## src/rtl/id_stage_pipe_if.sv

```systemverilog
// IF/ID-side, regfile, forwarding and ID/EX-side signals of the decode stage.
interface id_stage_pipe_if #(
    parameter int unsigned DATA_W     = 32,
    parameter int unsigned REG_ADDR_W = 5,
    parameter int unsigned NUM_FWD    = 2,
    parameter int unsigned ALUOP_W    = 8,
    parameter int unsigned ALUSEL_W   = 3,
    parameter int unsigned CNT_W      = 16
);
    logic                          flush_i;
    logic                          in_valid_i;
    logic                          in_ready_o;
    logic [DATA_W-1:0]             pc_i;
    logic [31:0]                   inst_i;
    logic                          reg1_re_o;
    logic                          reg2_re_o;
    logic [REG_ADDR_W-1:0]         reg1_addr_o;
    logic [REG_ADDR_W-1:0]         reg2_addr_o;
    logic [DATA_W-1:0]             reg1_data_i;
    logic [DATA_W-1:0]             reg2_data_i;
    logic [NUM_FWD-1:0]            fwd_wreg_i;
    logic [NUM_FWD*REG_ADDR_W-1:0] fwd_wd_i;
    logic [NUM_FWD*DATA_W-1:0]     fwd_wdata_i;
    logic [NUM_FWD-1:0]            fwd_pending_i;
    logic                          out_valid_o;
    logic                          out_ready_i;
    logic [DATA_W-1:0]             pc_o;
    logic [ALUOP_W-1:0]            aluop_o;
    logic [ALUSEL_W-1:0]           alusel_o;
    logic [DATA_W-1:0]             reg1_o;
    logic [DATA_W-1:0]             reg2_o;
    logic [REG_ADDR_W-1:0]         wd_o;
    logic                          wreg_o;
    logic                          instvalid_o;
    logic                          stall_o;
    logic [CNT_W-1:0]              stall_cnt_o;

    // Decode stage side
    modport slave (
        input  flush_i, in_valid_i, pc_i, inst_i, reg1_data_i, reg2_data_i,
               fwd_wreg_i, fwd_wd_i, fwd_wdata_i, fwd_pending_i, out_ready_i,
        output in_ready_o, reg1_re_o, reg2_re_o, reg1_addr_o, reg2_addr_o,
               out_valid_o, pc_o, aluop_o, alusel_o, reg1_o, reg2_o, wd_o,
               wreg_o, instvalid_o, stall_o, stall_cnt_o
    );

    // Surrounding pipeline side
    modport master (
        output flush_i, in_valid_i, pc_i, inst_i, reg1_data_i, reg2_data_i,
               fwd_wreg_i, fwd_wd_i, fwd_wdata_i, fwd_pending_i, out_ready_i,
        input  in_ready_o, reg1_re_o, reg2_re_o, reg1_addr_o, reg2_addr_o,
               out_valid_o, pc_o, aluop_o, alusel_o, reg1_o, reg2_o, wd_o,
               wreg_o, instvalid_o, stall_o, stall_cnt_o
    );
endinterface

```

## src/rtl/id_stage_pipe.sv

```systemverilog
// MIPS instruction decode stage: logic/immediate/shift decode, operand
// forwarding, load-use stall and a valid/ready ID/EX register.
module id_stage_pipe #(
    parameter int unsigned DATA_W     = 32,
    parameter int unsigned REG_ADDR_W = 5,
    parameter int unsigned NUM_FWD    = 2,
    parameter int unsigned ALUOP_W    = 8,
    parameter int unsigned ALUSEL_W   = 3,
    parameter int unsigned CNT_W      = 16
) (
    input  logic           clk,
    input  logic           rst,
    id_stage_pipe_if.slave bus
);
    localparam logic [5:0] OP_SPECIAL = 6'b000000;
    localparam logic [5:0] OP_ANDI    = 6'b001100;
    localparam logic [5:0] OP_ORI     = 6'b001101;
    localparam logic [5:0] OP_XORI    = 6'b001110;
    localparam logic [5:0] OP_LUI     = 6'b001111;
    localparam logic [5:0] FN_AND     = 6'b100100;
    localparam logic [5:0] FN_OR      = 6'b100101;
    localparam logic [5:0] FN_XOR     = 6'b100110;
    localparam logic [5:0] FN_NOR     = 6'b100111;
    localparam logic [5:0] FN_SLL     = 6'b000000;
    localparam logic [5:0] FN_SRL     = 6'b000010;
    localparam logic [5:0] FN_SRA     = 6'b000011;
    localparam logic [7:0] EXE_NOP_OP = 8'b00000000;
    localparam logic [7:0] EXE_AND_OP = 8'b00100100;
    localparam logic [7:0] EXE_OR_OP  = 8'b00100101;
    localparam logic [7:0] EXE_XOR_OP = 8'b00100110;
    localparam logic [7:0] EXE_NOR_OP = 8'b00100111;
    localparam logic [7:0] EXE_SLL_OP = 8'b01111100;
    localparam logic [7:0] EXE_SRL_OP = 8'b00000010;
    localparam logic [7:0] EXE_SRA_OP = 8'b00000011;
    localparam logic [2:0] EXE_RES_NOP   = 3'b000;
    localparam logic [2:0] EXE_RES_LOGIC = 3'b001;
    localparam logic [2:0] EXE_RES_SHIFT = 3'b010;

    logic [5:0]            w_op;
    logic [5:0]            w_funct;
    logic [ALUOP_W-1:0]    w_aluop;
    logic [ALUSEL_W-1:0]   w_alusel;
    logic [REG_ADDR_W-1:0] w_wd;
    logic                  w_wreg_raw;
    logic                  w_wreg;
    logic                  w_instvalid;
    logic [1:0]            w_re;
    logic [REG_ADDR_W-1:0] w_addr [2];
    logic [DATA_W-1:0]     w_rf   [2];
    logic [DATA_W-1:0]     w_imm  [2];
    logic [DATA_W-1:0]     w_fdat [2];
    logic [DATA_W-1:0]     w_opnd [2];
    logic [1:0]            w_hit;
    logic [1:0]            w_pend;
    logic [1:0]            w_haz;
    logic                  w_stall;
    logic                  w_in_ready;

    logic                  r_valid;
    logic [DATA_W-1:0]     r_pc;
    logic [ALUOP_W-1:0]    r_aluop;
    logic [ALUSEL_W-1:0]   r_alusel;
    logic [DATA_W-1:0]     r_reg1;
    logic [DATA_W-1:0]     r_reg2;
    logic [REG_ADDR_W-1:0] r_wd;
    logic                  r_wreg;
    logic                  r_instvalid;
    logic [CNT_W-1:0]      r_stall_cnt;

    assign w_op      = bus.inst_i[31:26];
    assign w_funct   = bus.inst_i[5:0];
    assign w_addr[0] = REG_ADDR_W'(bus.inst_i[25:21]);
    assign w_addr[1] = REG_ADDR_W'(bus.inst_i[20:16]);
    assign w_rf[0]   = bus.reg1_data_i;
    assign w_rf[1]   = bus.reg2_data_i;

    // Instruction decode: ALU controls, read enables, immediates, destination
    always_comb begin
        w_aluop     = ALUOP_W'(EXE_NOP_OP);
        w_alusel    = ALUSEL_W'(EXE_RES_NOP);
        w_wd        = '0;
        w_wreg_raw  = 1'b0;
        w_instvalid = 1'b0;
        w_re        = 2'b00;
        w_imm[0]    = '0;
        w_imm[1]    = '0;
        unique case (w_op)
            OP_SPECIAL: begin
                unique case (w_funct)
                    FN_AND, FN_OR, FN_XOR, FN_NOR: begin
                        w_instvalid = 1'b1;
                        w_wreg_raw  = 1'b1;
                        w_wd        = REG_ADDR_W'(bus.inst_i[15:11]);
                        w_re        = 2'b11;
                        w_alusel    = ALUSEL_W'(EXE_RES_LOGIC);
                        w_aluop     = (w_funct == FN_AND) ? ALUOP_W'(EXE_AND_OP) :
                                      (w_funct == FN_OR)  ? ALUOP_W'(EXE_OR_OP)  :
                                      (w_funct == FN_XOR) ? ALUOP_W'(EXE_XOR_OP) :
                                                            ALUOP_W'(EXE_NOR_OP);
                    end
                    FN_SLL, FN_SRL, FN_SRA: begin
                        w_instvalid = 1'b1;
                        w_wreg_raw  = 1'b1;
                        w_wd        = REG_ADDR_W'(bus.inst_i[15:11]);
                        w_re        = 2'b10;
                        w_imm[0]    = DATA_W'(bus.inst_i[10:6]);
                        w_alusel    = ALUSEL_W'(EXE_RES_SHIFT);
                        w_aluop     = (w_funct == FN_SLL) ? ALUOP_W'(EXE_SLL_OP) :
                                      (w_funct == FN_SRL) ? ALUOP_W'(EXE_SRL_OP) :
                                                            ALUOP_W'(EXE_SRA_OP);
                    end
                    default: ;
                endcase
            end
            OP_ANDI, OP_ORI, OP_XORI: begin
                w_instvalid = 1'b1;
                w_wreg_raw  = 1'b1;
                w_wd        = REG_ADDR_W'(bus.inst_i[20:16]);
                w_re        = 2'b01;
                w_imm[1]    = DATA_W'(bus.inst_i[15:0]);
                w_alusel    = ALUSEL_W'(EXE_RES_LOGIC);
                w_aluop     = (w_op == OP_ANDI) ? ALUOP_W'(EXE_AND_OP) :
                              (w_op == OP_ORI)  ? ALUOP_W'(EXE_OR_OP)  :
                                                  ALUOP_W'(EXE_XOR_OP);
            end
            OP_LUI: begin
                w_instvalid = 1'b1;
                w_wreg_raw  = 1'b1;
                w_wd        = REG_ADDR_W'(bus.inst_i[20:16]);
                w_imm[1]    = DATA_W'({bus.inst_i[15:0], 16'h0000});
                w_alusel    = ALUSEL_W'(EXE_RES_LOGIC);
                w_aluop     = ALUOP_W'(EXE_OR_OP);
            end
            default: ;
        endcase
        w_wreg = w_wreg_raw && (w_wd != '0);
    end

    // Operand select per read port; the youngest matching source overrides older ones
    always_comb begin
        for (int p = 0; p < 2; p++) begin
            w_hit[p]  = 1'b0;
            w_pend[p] = 1'b0;
            w_fdat[p] = '0;
            for (int k = int'(NUM_FWD) - 1; k >= 0; k--) begin
                if (bus.fwd_wreg_i[k] &&
                    (bus.fwd_wd_i[k*REG_ADDR_W +: REG_ADDR_W] == w_addr[p])) begin
                    w_hit[p]  = 1'b1;
                    w_pend[p] = bus.fwd_pending_i[k];
                    w_fdat[p] = bus.fwd_wdata_i[k*DATA_W +: DATA_W];
                end
            end
            if (!w_re[p])                w_opnd[p] = w_imm[p];
            else if (w_addr[p] == '0)    w_opnd[p] = '0;
            else if (w_hit[p])           w_opnd[p] = w_fdat[p];
            else                         w_opnd[p] = w_rf[p];
            w_haz[p] = w_re[p] && (w_addr[p] != '0) && w_hit[p] && w_pend[p];
        end
    end

    assign w_stall    = bus.in_valid_i && (|w_haz);
    assign w_in_ready = !w_stall && (!r_valid || bus.out_ready_i);

    // ID/EX register with flush priority and same-cycle drain/refill
    always_ff @(posedge clk or negedge rst) begin
        if (!rst) begin
            r_valid     <= 1'b0;
            r_pc        <= '0;
            r_aluop     <= ALUOP_W'(EXE_NOP_OP);
            r_alusel    <= ALUSEL_W'(EXE_RES_NOP);
            r_reg1      <= '0;
            r_reg2      <= '0;
            r_wd        <= '0;
            r_wreg      <= 1'b0;
            r_instvalid <= 1'b0;
        end else if (bus.flush_i) begin
            r_valid <= 1'b0;
        end else if (bus.in_valid_i && w_in_ready) begin
            r_valid     <= 1'b1;
            r_pc        <= bus.pc_i;
            r_aluop     <= w_aluop;
            r_alusel    <= w_alusel;
            r_reg1      <= w_opnd[0];
            r_reg2      <= w_opnd[1];
            r_wd        <= w_wd;
            r_wreg      <= w_wreg;
            r_instvalid <= w_instvalid;
        end else if (bus.out_ready_i) begin
            r_valid <= 1'b0;
        end
    end

    // Saturating count of stalled cycles
    always_ff @(posedge clk or negedge rst) begin
        if (!rst) begin
            r_stall_cnt <= '0;
        end else if (w_stall && !bus.flush_i && (r_stall_cnt != '1)) begin
            r_stall_cnt <= r_stall_cnt + CNT_W'(1);
        end
    end

    assign bus.in_ready_o  = w_in_ready;
    assign bus.stall_o     = w_stall;
    assign bus.reg1_re_o   = w_re[0];
    assign bus.reg2_re_o   = w_re[1];
    assign bus.reg1_addr_o = w_addr[0];
    assign bus.reg2_addr_o = w_addr[1];
    assign bus.out_valid_o = r_valid;
    assign bus.pc_o        = r_pc;
    assign bus.aluop_o     = r_aluop;
    assign bus.alusel_o    = r_alusel;
    assign bus.reg1_o      = r_reg1;
    assign bus.reg2_o      = r_reg2;
    assign bus.wd_o        = r_wd;
    assign bus.wreg_o      = r_wreg;
    assign bus.instvalid_o = r_instvalid;
    assign bus.stall_cnt_o = r_stall_cnt;
endmodule

```

## src/flat_wrapper.sv

```systemverilog
// flat-port wrapper written by rule: the top's interface ports become plain ports
module id_stage_pipe_flat 
#(
    parameter int unsigned DATA_W     = 32,
    parameter int unsigned REG_ADDR_W = 5,
    parameter int unsigned NUM_FWD    = 2,
    parameter int unsigned ALUOP_W    = 8,
    parameter int unsigned ALUSEL_W   = 3,
    parameter int unsigned CNT_W      = 16
)
  (clk, rst, bus_flush_i, bus_in_valid_i, bus_pc_i, bus_inst_i, bus_reg1_data_i, bus_reg2_data_i, bus_fwd_wreg_i, bus_fwd_wd_i, bus_fwd_wdata_i, bus_fwd_pending_i, bus_out_ready_i, bus_in_ready_o, bus_reg1_re_o, bus_reg2_re_o, bus_reg1_addr_o, bus_reg2_addr_o, bus_out_valid_o, bus_pc_o, bus_aluop_o, bus_alusel_o, bus_reg1_o, bus_reg2_o, bus_wd_o, bus_wreg_o, bus_instvalid_o, bus_stall_o, bus_stall_cnt_o);
  id_stage_pipe_if #(.DATA_W(DATA_W), .REG_ADDR_W(REG_ADDR_W), .NUM_FWD(NUM_FWD), .ALUOP_W(ALUOP_W), .ALUSEL_W(ALUSEL_W), .CNT_W(CNT_W)) bus_i ();
  input  logic clk;
  input  logic rst;
  input wire logic [$bits(bus_i.flush_i)-1:0] bus_flush_i;
  input wire logic [$bits(bus_i.in_valid_i)-1:0] bus_in_valid_i;
  input wire logic [$bits(bus_i.pc_i)-1:0] bus_pc_i;
  input wire logic [$bits(bus_i.inst_i)-1:0] bus_inst_i;
  input wire logic [$bits(bus_i.reg1_data_i)-1:0] bus_reg1_data_i;
  input wire logic [$bits(bus_i.reg2_data_i)-1:0] bus_reg2_data_i;
  input wire logic [$bits(bus_i.fwd_wreg_i)-1:0] bus_fwd_wreg_i;
  input wire logic [$bits(bus_i.fwd_wd_i)-1:0] bus_fwd_wd_i;
  input wire logic [$bits(bus_i.fwd_wdata_i)-1:0] bus_fwd_wdata_i;
  input wire logic [$bits(bus_i.fwd_pending_i)-1:0] bus_fwd_pending_i;
  input wire logic [$bits(bus_i.out_ready_i)-1:0] bus_out_ready_i;
  output wire logic [$bits(bus_i.in_ready_o)-1:0] bus_in_ready_o;
  output wire logic [$bits(bus_i.reg1_re_o)-1:0] bus_reg1_re_o;
  output wire logic [$bits(bus_i.reg2_re_o)-1:0] bus_reg2_re_o;
  output wire logic [$bits(bus_i.reg1_addr_o)-1:0] bus_reg1_addr_o;
  output wire logic [$bits(bus_i.reg2_addr_o)-1:0] bus_reg2_addr_o;
  output wire logic [$bits(bus_i.out_valid_o)-1:0] bus_out_valid_o;
  output wire logic [$bits(bus_i.pc_o)-1:0] bus_pc_o;
  output wire logic [$bits(bus_i.aluop_o)-1:0] bus_aluop_o;
  output wire logic [$bits(bus_i.alusel_o)-1:0] bus_alusel_o;
  output wire logic [$bits(bus_i.reg1_o)-1:0] bus_reg1_o;
  output wire logic [$bits(bus_i.reg2_o)-1:0] bus_reg2_o;
  output wire logic [$bits(bus_i.wd_o)-1:0] bus_wd_o;
  output wire logic [$bits(bus_i.wreg_o)-1:0] bus_wreg_o;
  output wire logic [$bits(bus_i.instvalid_o)-1:0] bus_instvalid_o;
  output wire logic [$bits(bus_i.stall_o)-1:0] bus_stall_o;
  output wire logic [$bits(bus_i.stall_cnt_o)-1:0] bus_stall_cnt_o;
  assign bus_i.flush_i = bus_flush_i;
  assign bus_i.in_valid_i = bus_in_valid_i;
  assign bus_i.pc_i = bus_pc_i;
  assign bus_i.inst_i = bus_inst_i;
  assign bus_i.reg1_data_i = bus_reg1_data_i;
  assign bus_i.reg2_data_i = bus_reg2_data_i;
  assign bus_i.fwd_wreg_i = bus_fwd_wreg_i;
  assign bus_i.fwd_wd_i = bus_fwd_wd_i;
  assign bus_i.fwd_wdata_i = bus_fwd_wdata_i;
  assign bus_i.fwd_pending_i = bus_fwd_pending_i;
  assign bus_i.out_ready_i = bus_out_ready_i;
  assign bus_in_ready_o = bus_i.in_ready_o;
  assign bus_reg1_re_o = bus_i.reg1_re_o;
  assign bus_reg2_re_o = bus_i.reg2_re_o;
  assign bus_reg1_addr_o = bus_i.reg1_addr_o;
  assign bus_reg2_addr_o = bus_i.reg2_addr_o;
  assign bus_out_valid_o = bus_i.out_valid_o;
  assign bus_pc_o = bus_i.pc_o;
  assign bus_aluop_o = bus_i.aluop_o;
  assign bus_alusel_o = bus_i.alusel_o;
  assign bus_reg1_o = bus_i.reg1_o;
  assign bus_reg2_o = bus_i.reg2_o;
  assign bus_wd_o = bus_i.wd_o;
  assign bus_wreg_o = bus_i.wreg_o;
  assign bus_instvalid_o = bus_i.instvalid_o;
  assign bus_stall_o = bus_i.stall_o;
  assign bus_stall_cnt_o = bus_i.stall_cnt_o;
  id_stage_pipe #(.DATA_W(DATA_W), .REG_ADDR_W(REG_ADDR_W), .NUM_FWD(NUM_FWD), .ALUOP_W(ALUOP_W), .ALUSEL_W(ALUSEL_W), .CNT_W(CNT_W)) u_core (.clk(clk), .rst(rst), .bus(bus_i));
endmodule
```

## config.mk

```make
export PLATFORM = sky130hd
export DESIGN_NAME = id_stage_pipe_flat
export DESIGN_NICKNAME = d
export VERILOG_FILES = /design/src/rtl/id_stage_pipe_if.sv /design/src/rtl/id_stage_pipe.sv /design/src/flat_wrapper.sv
export SDC_FILE = /design/constraint.sdc
export NUM_CORES = 1
export LEC_CHECK = 0
export BUFFER_PORTS_ARGS = -buffer_cell sky130_fd_sc_hd__buf_2
export CAP_MARGIN = 40
export CORE_AREA = 2 2 137 139
export CTS_BUF_LIST = sky130_fd_sc_hd__clkbuf_4
export CTS_CLUSTER_SIZE = 16
export DETAILED_ROUTE_END_ITERATION = 10
export DIE_AREA = 0 0 139 141
export PLACE_DENSITY = 0.71
export SYNTH_ARGS = -nofsm -noshare
export SYNTH_HDL_FRONTEND = slang
export SYNTH_SLANG_ARGS = --single-unit
```

## constraint.sdc

```tcl
create_clock -name clk -period 5.3 [get_ports clk]
set_input_delay 1.06 -clock clk [delete_from_list [all_inputs] [get_ports clk]]
set_output_delay 1.06 -clock clk [all_outputs]
set_load 0.01 [all_outputs]
```

* Word level (Yosys, flattened, before mapping)
Index checks and enable logic that the tools add are counted.
** Storage, ports and cells
- Flip-flop bits (word level) :: 131
- Bits in latches :: 0
- Memory bits (writable) :: 0
- Memory bits (read-only) :: 0
- Input port bits :: 211
- Output and inout port bits :: 145
- Word-level logic and storage cells :: 103
- Memories kept :: 0
** Operators by class
- $add $sub $neg :: 1
- $mul :: 0
- Div/mod/pow operators :: 0
- $lt $le $gt $ge :: 0
- Equality and inequality tests :: 15
- Shifts and indexed selects :: 0
- Muxes and demuxes :: 41
- Bitwise operators :: 1
- Reductions and logical operators :: 35
** Operator list (count)
- two-way mux 32 bit :: 10
- case mux 32 bit (2 select lines) :: 1
- two-way mux 8 bit :: 4
- == test 6 x 4 -> 1 bit (second input constant) :: 4
- == test 6 bit (second input constant) :: 4
- case mux 8 bit (3 select lines) :: 1
- == test 5 bit :: 4
- adder 16 x 1 -> 16 bit (second input constant) :: 1
- logical AND 1 bit :: 16
- != test 16 bit (second input constant) :: 1
- case mux 8 bit (2 select lines) :: 1
- two-way mux 5 bit :: 3
- nonzero test 5 bit :: 3
- two-way mux 1 bit :: 14
- == test 6 x 2 -> 1 bit (second input constant) :: 2
- zero test 6 bit :: 2
- case mux 2 bit (2 select lines) :: 3
- zero test 5 bit :: 2
- case mux 5 bit (2 select lines) :: 1
- OR reduction 4 bit :: 2
- OR reduction 7 bit :: 1
- case mux 3 bit (2 select lines) :: 1
- OR reduction 3 bit :: 2
- zero test 1 bit :: 3
- other kinds (7) :: 7

* Logic depth before layout (Yosys ltp)
Gate-level depths: netlist (run 1).
- Word-level depth :: 14
- Depth in mapped cells :: 11
- Depth with buffers taken out :: 7

* Least setup slack after synthesis (run 1)
OpenSTA, ideal clock, no wires.
- Path type :: input to output
- From :: input bus_inst_i[30]
- To :: output bus_in_ready_o
- Arrival time :: 2.563 ns
- Data required time :: 4.240 ns
- Setup slack :: 1.677 ns
- Stages :: 7
- Path buffers :: 0
- Cells stage by stage :: and4bb_2 -> a21boi_2 -> o21bai_1 -> o21ai_2 -> o22ai_2 -> and2_1 -> nor2_1
** Between the ends
- Cells in the longest elaborated chain, start to end :: 10
- Elaborated cells on any way between the ends :: 16
- Classes of those cells :: 3 x eq/ne; 1 x mux; 12 x reduce/logical
** Ends and longest elaborated chain
- from (decl) :: RTL line flat_wrapper.sv:18 : input wire logic [$bits(bus_i.inst_i)-1:0] bus_inst_i;
- == test 6 x 4 -> 1 bit :: RTL line id_stage_pipe.sv:87 : unique case (w_op)
- OR reduction 3 bit :: RTL line id_stage_pipe.sv:87
- case mux 2 bit (2 select lines) (*) :: RTL line id_stage_pipe.sv:87
- net bus_reg1_re_o :: RTL line flat_wrapper.sv:27 : output wire logic [$bits(bus_i.reg1_re_o)-1:0] bus_reg1_re_o;
- logical AND 1 bit (*) (3 in a row) :: RTL line id_stage_pipe.sv:157 : w_haz[p] = w_re[p] && (w_addr[p] != '0) && w_hit[p] && w_pend[p];
- OR reduction 2 bit (*) :: RTL line id_stage_pipe.sv:161 : assign w_stall = bus.in_valid_i && (|w_haz);
- logical AND 1 bit (*) :: RTL line id_stage_pipe.sv:161
- net bus_stall_o :: RTL line flat_wrapper.sv:40 : output wire logic [$bits(bus_i.stall_o)-1:0] bus_stall_o;
- zero test 1 bit (*) :: RTL line id_stage_pipe.sv:162 : assign w_in_ready = !w_stall && (!r_valid || bus.out_ready_i);
- logical AND 1 bit (*) :: RTL line id_stage_pipe.sv:162
- to (decl) :: RTL line flat_wrapper.sv:26 : output wire logic [$bits(bus_i.in_ready_o)-1:0] bus_in_ready_o;
Mark *: on every way through the listed nets, which the timed path passes. The rest lies on a longest branch.

* Final worst setup path (run 1)
- From :: input bus_inst_i[30]
- To :: output bus_in_ready_o
** Between the ends
- Cells in the longest elaborated chain, start to end :: 10
- Elaborated cells on any way between the ends :: 16
- Classes of those cells :: 3 x eq/ne; 1 x mux; 12 x reduce/logical
** Ends and longest elaborated chain (RTL line)
- == test 6 x 4 -> 1 bit :: id_stage_pipe.sv:87
- OR reduction 3 bit :: id_stage_pipe.sv:87
- case mux 2 bit (2 select lines) (*) :: id_stage_pipe.sv:87
- logical AND 1 bit (3 in a row) :: id_stage_pipe.sv:157
- OR reduction 2 bit (*) :: id_stage_pipe.sv:161
- logical AND 1 bit (*) :: id_stage_pipe.sv:161
- zero test 1 bit (*) :: id_stage_pipe.sv:162
- logical AND 1 bit (*) :: id_stage_pipe.sv:162
Mark *: on every way between the ends. The rest lies on a longest branch, timed or not.

==> results of run 1 <==
==> area by class of cell <==
type,instances,area [µm²],share of cell area [%]
Clock buffer,17,128,1.36
Sequential cell,126,3150,33.7
Timing Repair Buffer,366,1920,20.5
Tap cell,234,293,3.13
Multi-Input combinational cell,523,3660,39.1
Inverter,1,3.75,0.0401
Clock inverter,15,200,2.14
Antenna cell,2,5.00,0.0535
==> worst register-to-register path, stage by stage, from the launching register on <==
cell and delay (ns):
dfrtp_1 0.46, nand2_1 0.12, nor4_1 0.45, and3_1 0.28, and2_1 0.16, a21oi_1 0.18, nand2_1 0.17, mux2_2 0.34
==> cell families after synthesis <==
family,count (synthesis),share of synthesized area (%)
AOI/OAI and AO/OA,199,19.8
xor gates and xnor gates,35,4.28
adders and majority gates,1,0.175
buffers and inverters,70,5.57
DFF,126,44.0
muxes,100,14.6
other,1,0.0524
and+or+nand+nor,186,11.5
==> registers in the layout, indices dropped and copies added, names as in the netlist <==
name and flops:
u_core.bus.aluop_o 4, u_core.bus.alusel_o 2, u_core.bus.pc_o 32, u_core.bus.out_valid_o 1, u_core.bus.reg2_o 32, u_core.bus.wd_o 5, u_core.bus.instvalid_o 1, u_core.bus.reg1_o 32
u_core.bus.wreg_o 1, u_core.bus.stall_cnt_o 16
==> synthesized netlist by cell type, types with 9 or more instances <==
cell type | n | area, µm²
a2111oi_2 | 13 | 195
dfrtp_1 | 126 | 3150
nor2_1 | 79 | 297
xnor2_1 | 26 | 228
clkbuf_1 | 27 | 101
mux2i_1 | 65 | 651
o21ai_0 | 44 | 220
nand2_1 | 58 | 218
a21oi_1 | 41 | 205
nand4_1 | 12 | 75.1
mux2_2 | 34 | 383
a211oi_1 | 37 | 278
buf_4 | 26 | 195
a2111oi_0 | 14 | 123
a21o_1 | 28 | 210
nand3_1 | 9 | 45.0
xor2_1 | 9 | 78.8
==> how the worst max path moves through the flow <==
stage / from / to / slack [ns] / cells after the start
floorplan: bus_inst_i[30] / bus_in_ready_o / 1.68 / 7
global placement: bus_inst_i[30] / bus_in_ready_o / 1.12 / 11
detailed placement: bus_inst_i[31] / bus_in_ready_o / 1.09 / 11
CTS: bus_inst_i[31] / bus_in_ready_o / 1.08 / 11
global route: bus_inst_i[30] / bus_in_ready_o / 0.94 / 11
finish: bus_inst_i[30] / bus_in_ready_o / 1.09 / 11
==> routing by layer <==
metal	up-vias	GRT usage (%)	share of wire (%)
li1	3228	-	-
met1	3271	32.8	42
met2	337	41.5	48
met3	28	8.59	8.9
met4	0	6.91	1.7
met5	-	0	0
==> power groups by stage <==
| stage | sequential [mW] | combinational [mW] | clock [mW] |
|---|---|---|---|
| floorplan | 1.09 | 0.153 | 0 |
| global placement | 1.06 | 0.388 | 0 |
| global route | 1.05 | 0.430 | 0.840 |
| finish | 1.05 | 0.396 | 0.784 |
| detailed placement | 1.06 | 0.397 | 0 |
| CTS | 1.05 | 0.399 | 0.796 |
==> metrics by stage <==
stage / setup WS (ns) / utilization, % / cell area [µm²] / power [mW]
after CTS: 1.08 / 51.2 / 9350 / 2.24
after detailed placement: 1.09 / 49.4 / 9020 / 1.46
after global routing: 0.942 / 51.2 / 9360 / 2.32
after global placement: 1.12 / 49.2 / 8990 / 1.45
final: 1.09 / 51.2 / 9360 / 2.23
after floorplan: 1.68 / - / 7160 / 1.25
==> impl_metrics.json, run 1 <==
{
  "reg2reg_slack_ns": 3.08,
  "syn-cell-area_um2": 7160,
  "stdcell_count": 1284,
  "synth_edf_count": 0,
  "clock.fmax_ghz": 0.238,
  "ys_seq_area_share_pct": 44.0,
  "area_delta_synth_final_pct": 30.7,
  "grt_max_degree": 115,
  "grt_pass1_vias": 6729,
  "ios": 356,
  "yosys_warnings": 0,
  "synth-async-reset-ratio_pct": 100,
  "wire_per_inst_um": 19.9,
  "io_buffers": 353,
  "ctsHoldBuffers": 0,
  "synth_ff_type": "dfrtp_1",
  "vias": 6864,
  "startpoint_type": "primary input",
  "fill_cells": 1766,
  "cts.sinks": 126,
  "worst_path_max_delay_cell": "and4bb_2",
  "worstPathRequired_ns": 4.24,
  "fin_nets": 1247,
  "synthDistinctLibCells": 43,
  "skew_ns": 0.0228,
  "crit_path_end_kind": "primary output",
  "p_clk_share_pct": 35.2,
  "clk_path_buf_depth": 2,
  "peakVddDrop_v": 0.000195,
  "firstDrtPassIters": 5,
  "post_cts_resized": 0,
  "period_minus_slack_ns": 4.21,
  "synth-seq-cells": 126,
  "clockRootBuffer": "clkbuf_4",
  "fin_hold_ws_ns": 0.278,
  "slew_violations": 0,
  "crit_family": "buffers and inverters",
  "hpwl_um": 19300,
  "antenna_found_initial": 2,
  "final_common_cell": "buf_2",
  "switchingPower_mw": 0.687,
  "rsz0062_at_grt": "false",
  "worst-path-buf-inv": 4,
  "rows": 50,
  "worstMarginPinSlew_ns": 0.843,
  "fin_tns_setup_ns": 0,
  "synth_cells": 718,
  "arrival_ns": 3.15,
  "reg2reg_depth": 7,
  "drv_cap": 0,
  "cts_buffers": 17,
  "cts_htree_levels": 4,
  "grt_usage_pct": 25.5,
  "postCtsSetupRepairBufs": 0,
  "initial_core_util_pct": 39.2,
  "clkTransAtPathRegs_ns": 0.13,
  "clk_latency_ns": 0.54,
  "drt_iter0_drc": 363,
  "dp_cells": 1250,
  "reg2reg_from": "u_core.bus.stall_cnt_o[2]",
  "status": "finished, final reports clean",
  "globalplace.congestion": 0.903,
  "cts_tree": "yes",
  "internal-power_mw": 1.54,
  "final_cell_mix": "352 x buf_2, 126 x dfrtp_1, 77 x nor2_1, 65 x mux2i_1, 58 x nand2_1",
  "p_seq_share_pct": 47.0,
  "die_area_um2": 19600,
  "r2r-end": "u_core.bus.stall_cnt_o[1]",
  "worstSetupPathType": "primary input to primary output",
  "finalHoldViolations": 0,
  "crit_fanout": 17,
  "ant_nets": 0,
  "synth_area_per_cell_um2": 9.97,
  "layout-drive-gt1-share_pct": 43.6,
  "p_per_area_nw_per_um2": 238,
  "p_comb_share_pct": 17.8,
  "min_period_over_period_pct": 79.4,
  "path_cells": "buf_2, and4bb_2, a21boi_2, buf_4, o21bai_1, o21ai_4, o22ai_2, buf_4, and2_1, nor2_1, buf_2",
  "vias_per_cell": 5.35,
  "routed_wl_um": 25500,
  "grt_pass1_wl_um": 38400,
  "grt_overflow": 0,
  "hold_class": "primary input to asynchronous set/reset pin",
  "slowest_delay_ns": 0.45,
  "leakage_nw": 4.66,
  "drcViolationCount": 0,
  "final-setup-viol-count": 0,
  "core-area_um2": 18300,
  "maxSlewHeadroom_pct": 43.6,
  "fp.dieW_um": 139,
  "p_sw_share_pct": 30.9,
  "die_y_um": 141
}
No activity file was read; power rests on OpenSTA's default activity.
==> inputs of run 2 (changes only) <==
Clock period 5.3 ns to 4.4 ns, I/O delays scaled along.
==> impl_metrics.json, run 2 (synthesized netlist as in run 1, its figures left out) <==
{
  "rows": 50,
  "grt_max_degree": 74,
  "clkTransAtPathRegs_ns": 0.16,
  "core-area_um2": 18300,
  "drt_iter0_drc": 374,
  "clk_path_buf_depth": 2,
  "seq_area_um2": 3150,
  "cts_buffers": 17,
  "place_area_um2": 9080,
  "slew_violations": 0,
  "vias_per_cell": 5.35,
  "clk_latency_ns": 0.57,
  "crit_fanout": 15,
  "hpwl_um": 19800,
  "multi_input_area_um2": 3660,
  "skew_ns": 0.0179,
  "finalHoldViolations": 0,
  "cts.sinks": 126,
  "grt_usage_pct": 25.9,
  "crit_path_end_kind": "primary output",
  "worstSetupPathType": "primary input to primary output",
  "clock.fmax_ghz": 0.263,
  "post_cts_resized": 0,
  "leakage_nw": 4.68,
  "fin_nets": 1257,
  "worstMarginPinSlew_ns": 0.767,
  "postCtsSetupRepairBufs": 0,
  "drv_cap": 0,
  "arrival_ns": 2.92,
  "vias": 6928,
  "initial_core_util_pct": 39.2,
  "utilization_pct": 51.4,
  "min_period_over_period_pct": 86.4,
  "fin_tns_setup_ns": 0,
  "worst_slack_ns": 0.598,
  "io_buffers": 353,
  "grt_pass1_wl_um": 38900,
  "layout-drive-gt1-share_pct": 44.1,
  "place_ws_ns": 0.588,
  "stdcell_area_um2": 9380,
  "maxSlewHeadroom_pct": 48.9,
  "rsz0062_at_grt": "false",
  "final_cell_mix": "352 x buf_2, 126 x dfrtp_1, 77 x nor2_1, 65 x mux2i_1, 58 x nand2_1",
  "final_common_cell": "buf_2",
  "p_per_area_nw_per_um2": 280,
  "dp_cells": 1260,
  "fp.dieW_um": 139,
  "globalplace.congestion": 0.902,
  "area_delta_synth_final_pct": 31.0,
  "worstPathRequired_ns": 3.52,
  "period_minus_slack_ns": 3.80,
  "grt_overflow": 0,
  "ctsHoldBuffers": 0,
  "routed_wl_um": 25800,
  "die_area_um2": 19600,
  "status": "finished, final reports clean",
  "antenna_found_initial": 2,
  "wire_per_inst_um": 20.0,
  "fill_cells": 1744,
  "drcViolationCount": 0,
  "hold_class": "primary input to asynchronous set/reset pin",
  "final-setup-viol-count": 0,
  "startpoint_type": "primary input",
  "ios": 356,
  "peakVddDrop_v": 0.000205,
  "cts_htree_levels": 4,
  "firstDrtPassIters": 5,
  "clockRootBuffer": "clkbuf_4",
  "stdcell_count": 1294,
  "ant_nets": 0,
  "die_y_um": 141,
  "grt_pass1_vias": 6818,
  "cts_tree": "yes"
}
## run 2: cell count changes in the layout (fill, tap and decap cells not counted), sizes merged
cell | previous run | this run
bufinv | 3 | 1
buf | 366 | 376
inv | 8 | 10
## run 2: path summary, 6_finish.rpt
kind / from / end / slack (ns) / depth (start not counted)
setup / recovery: bus_inst_i[27] / bus_in_ready_o / 0.60 / 9
min in group clk: u_core.bus.reg1_o[17] / u_core.bus.reg1_o[17] / 0.49 / 1
hold / removal: rst / u_core.bus.reg1_o[10] / 0.30 / 1
max in group asynchronous: rst / u_core.bus.wd_o[1] / 3.14 / 2
hold reg to reg: u_core.bus.reg1_o[17] / u_core.bus.reg1_o[17] / 0.49 / 1
setup reg to reg: u_core.bus.stall_cnt_o[2] / u_core.bus.stall_cnt_o[1] / 2.25 / 7
## run 2: power by group
part           internal (mW)  switching [mW]  leakage (nW)
clock network          0.312           0.568         0.156
logic                  0.217           0.266          2.84
registers               1.23          0.0353          1.68
## run 2: critical path: stages
cell	delay, ns
buf_2	0.12
nor4_1	0.28
nand2_1	0.24
o21bai_1	0.47
o21ai_4	0.32
o22ai_2	0.24
and2_1	0.17
nor2_1	0.05
buf_2	0.13
## run 2: stage by stage
step	power, mW	hold slack (ns)
2_1_floorplan	1.50	0.511
3_3_place_gp	1.76	0.456
3_5_place_dp	1.77	0.464
4_1_cts	2.64	0.297
5_1_grt	2.74	0.316
6_report	2.62	0.302
## run 2: layout make-up
cell class                 instances  share of cell area [%]
inverter                           1                  0.0400
clock inverter                    15                    1.81
tap                              234                    3.12
clock buffer                      17                    1.36
multi-input combinational        523                    39.0
antenna                            2                  0.0533
timing repair buffer             376                    21.0
sequential                       126                    33.6
## run 2: layer usage
metal	routed length, µm	track usage [%]	vias to the layer above
met5	0	0	-
met4	451	8.24	0
met3	2160	7.54	34
met2	12400	42.4	326
met1	10800	33.3	3319
li1	-	-	3249
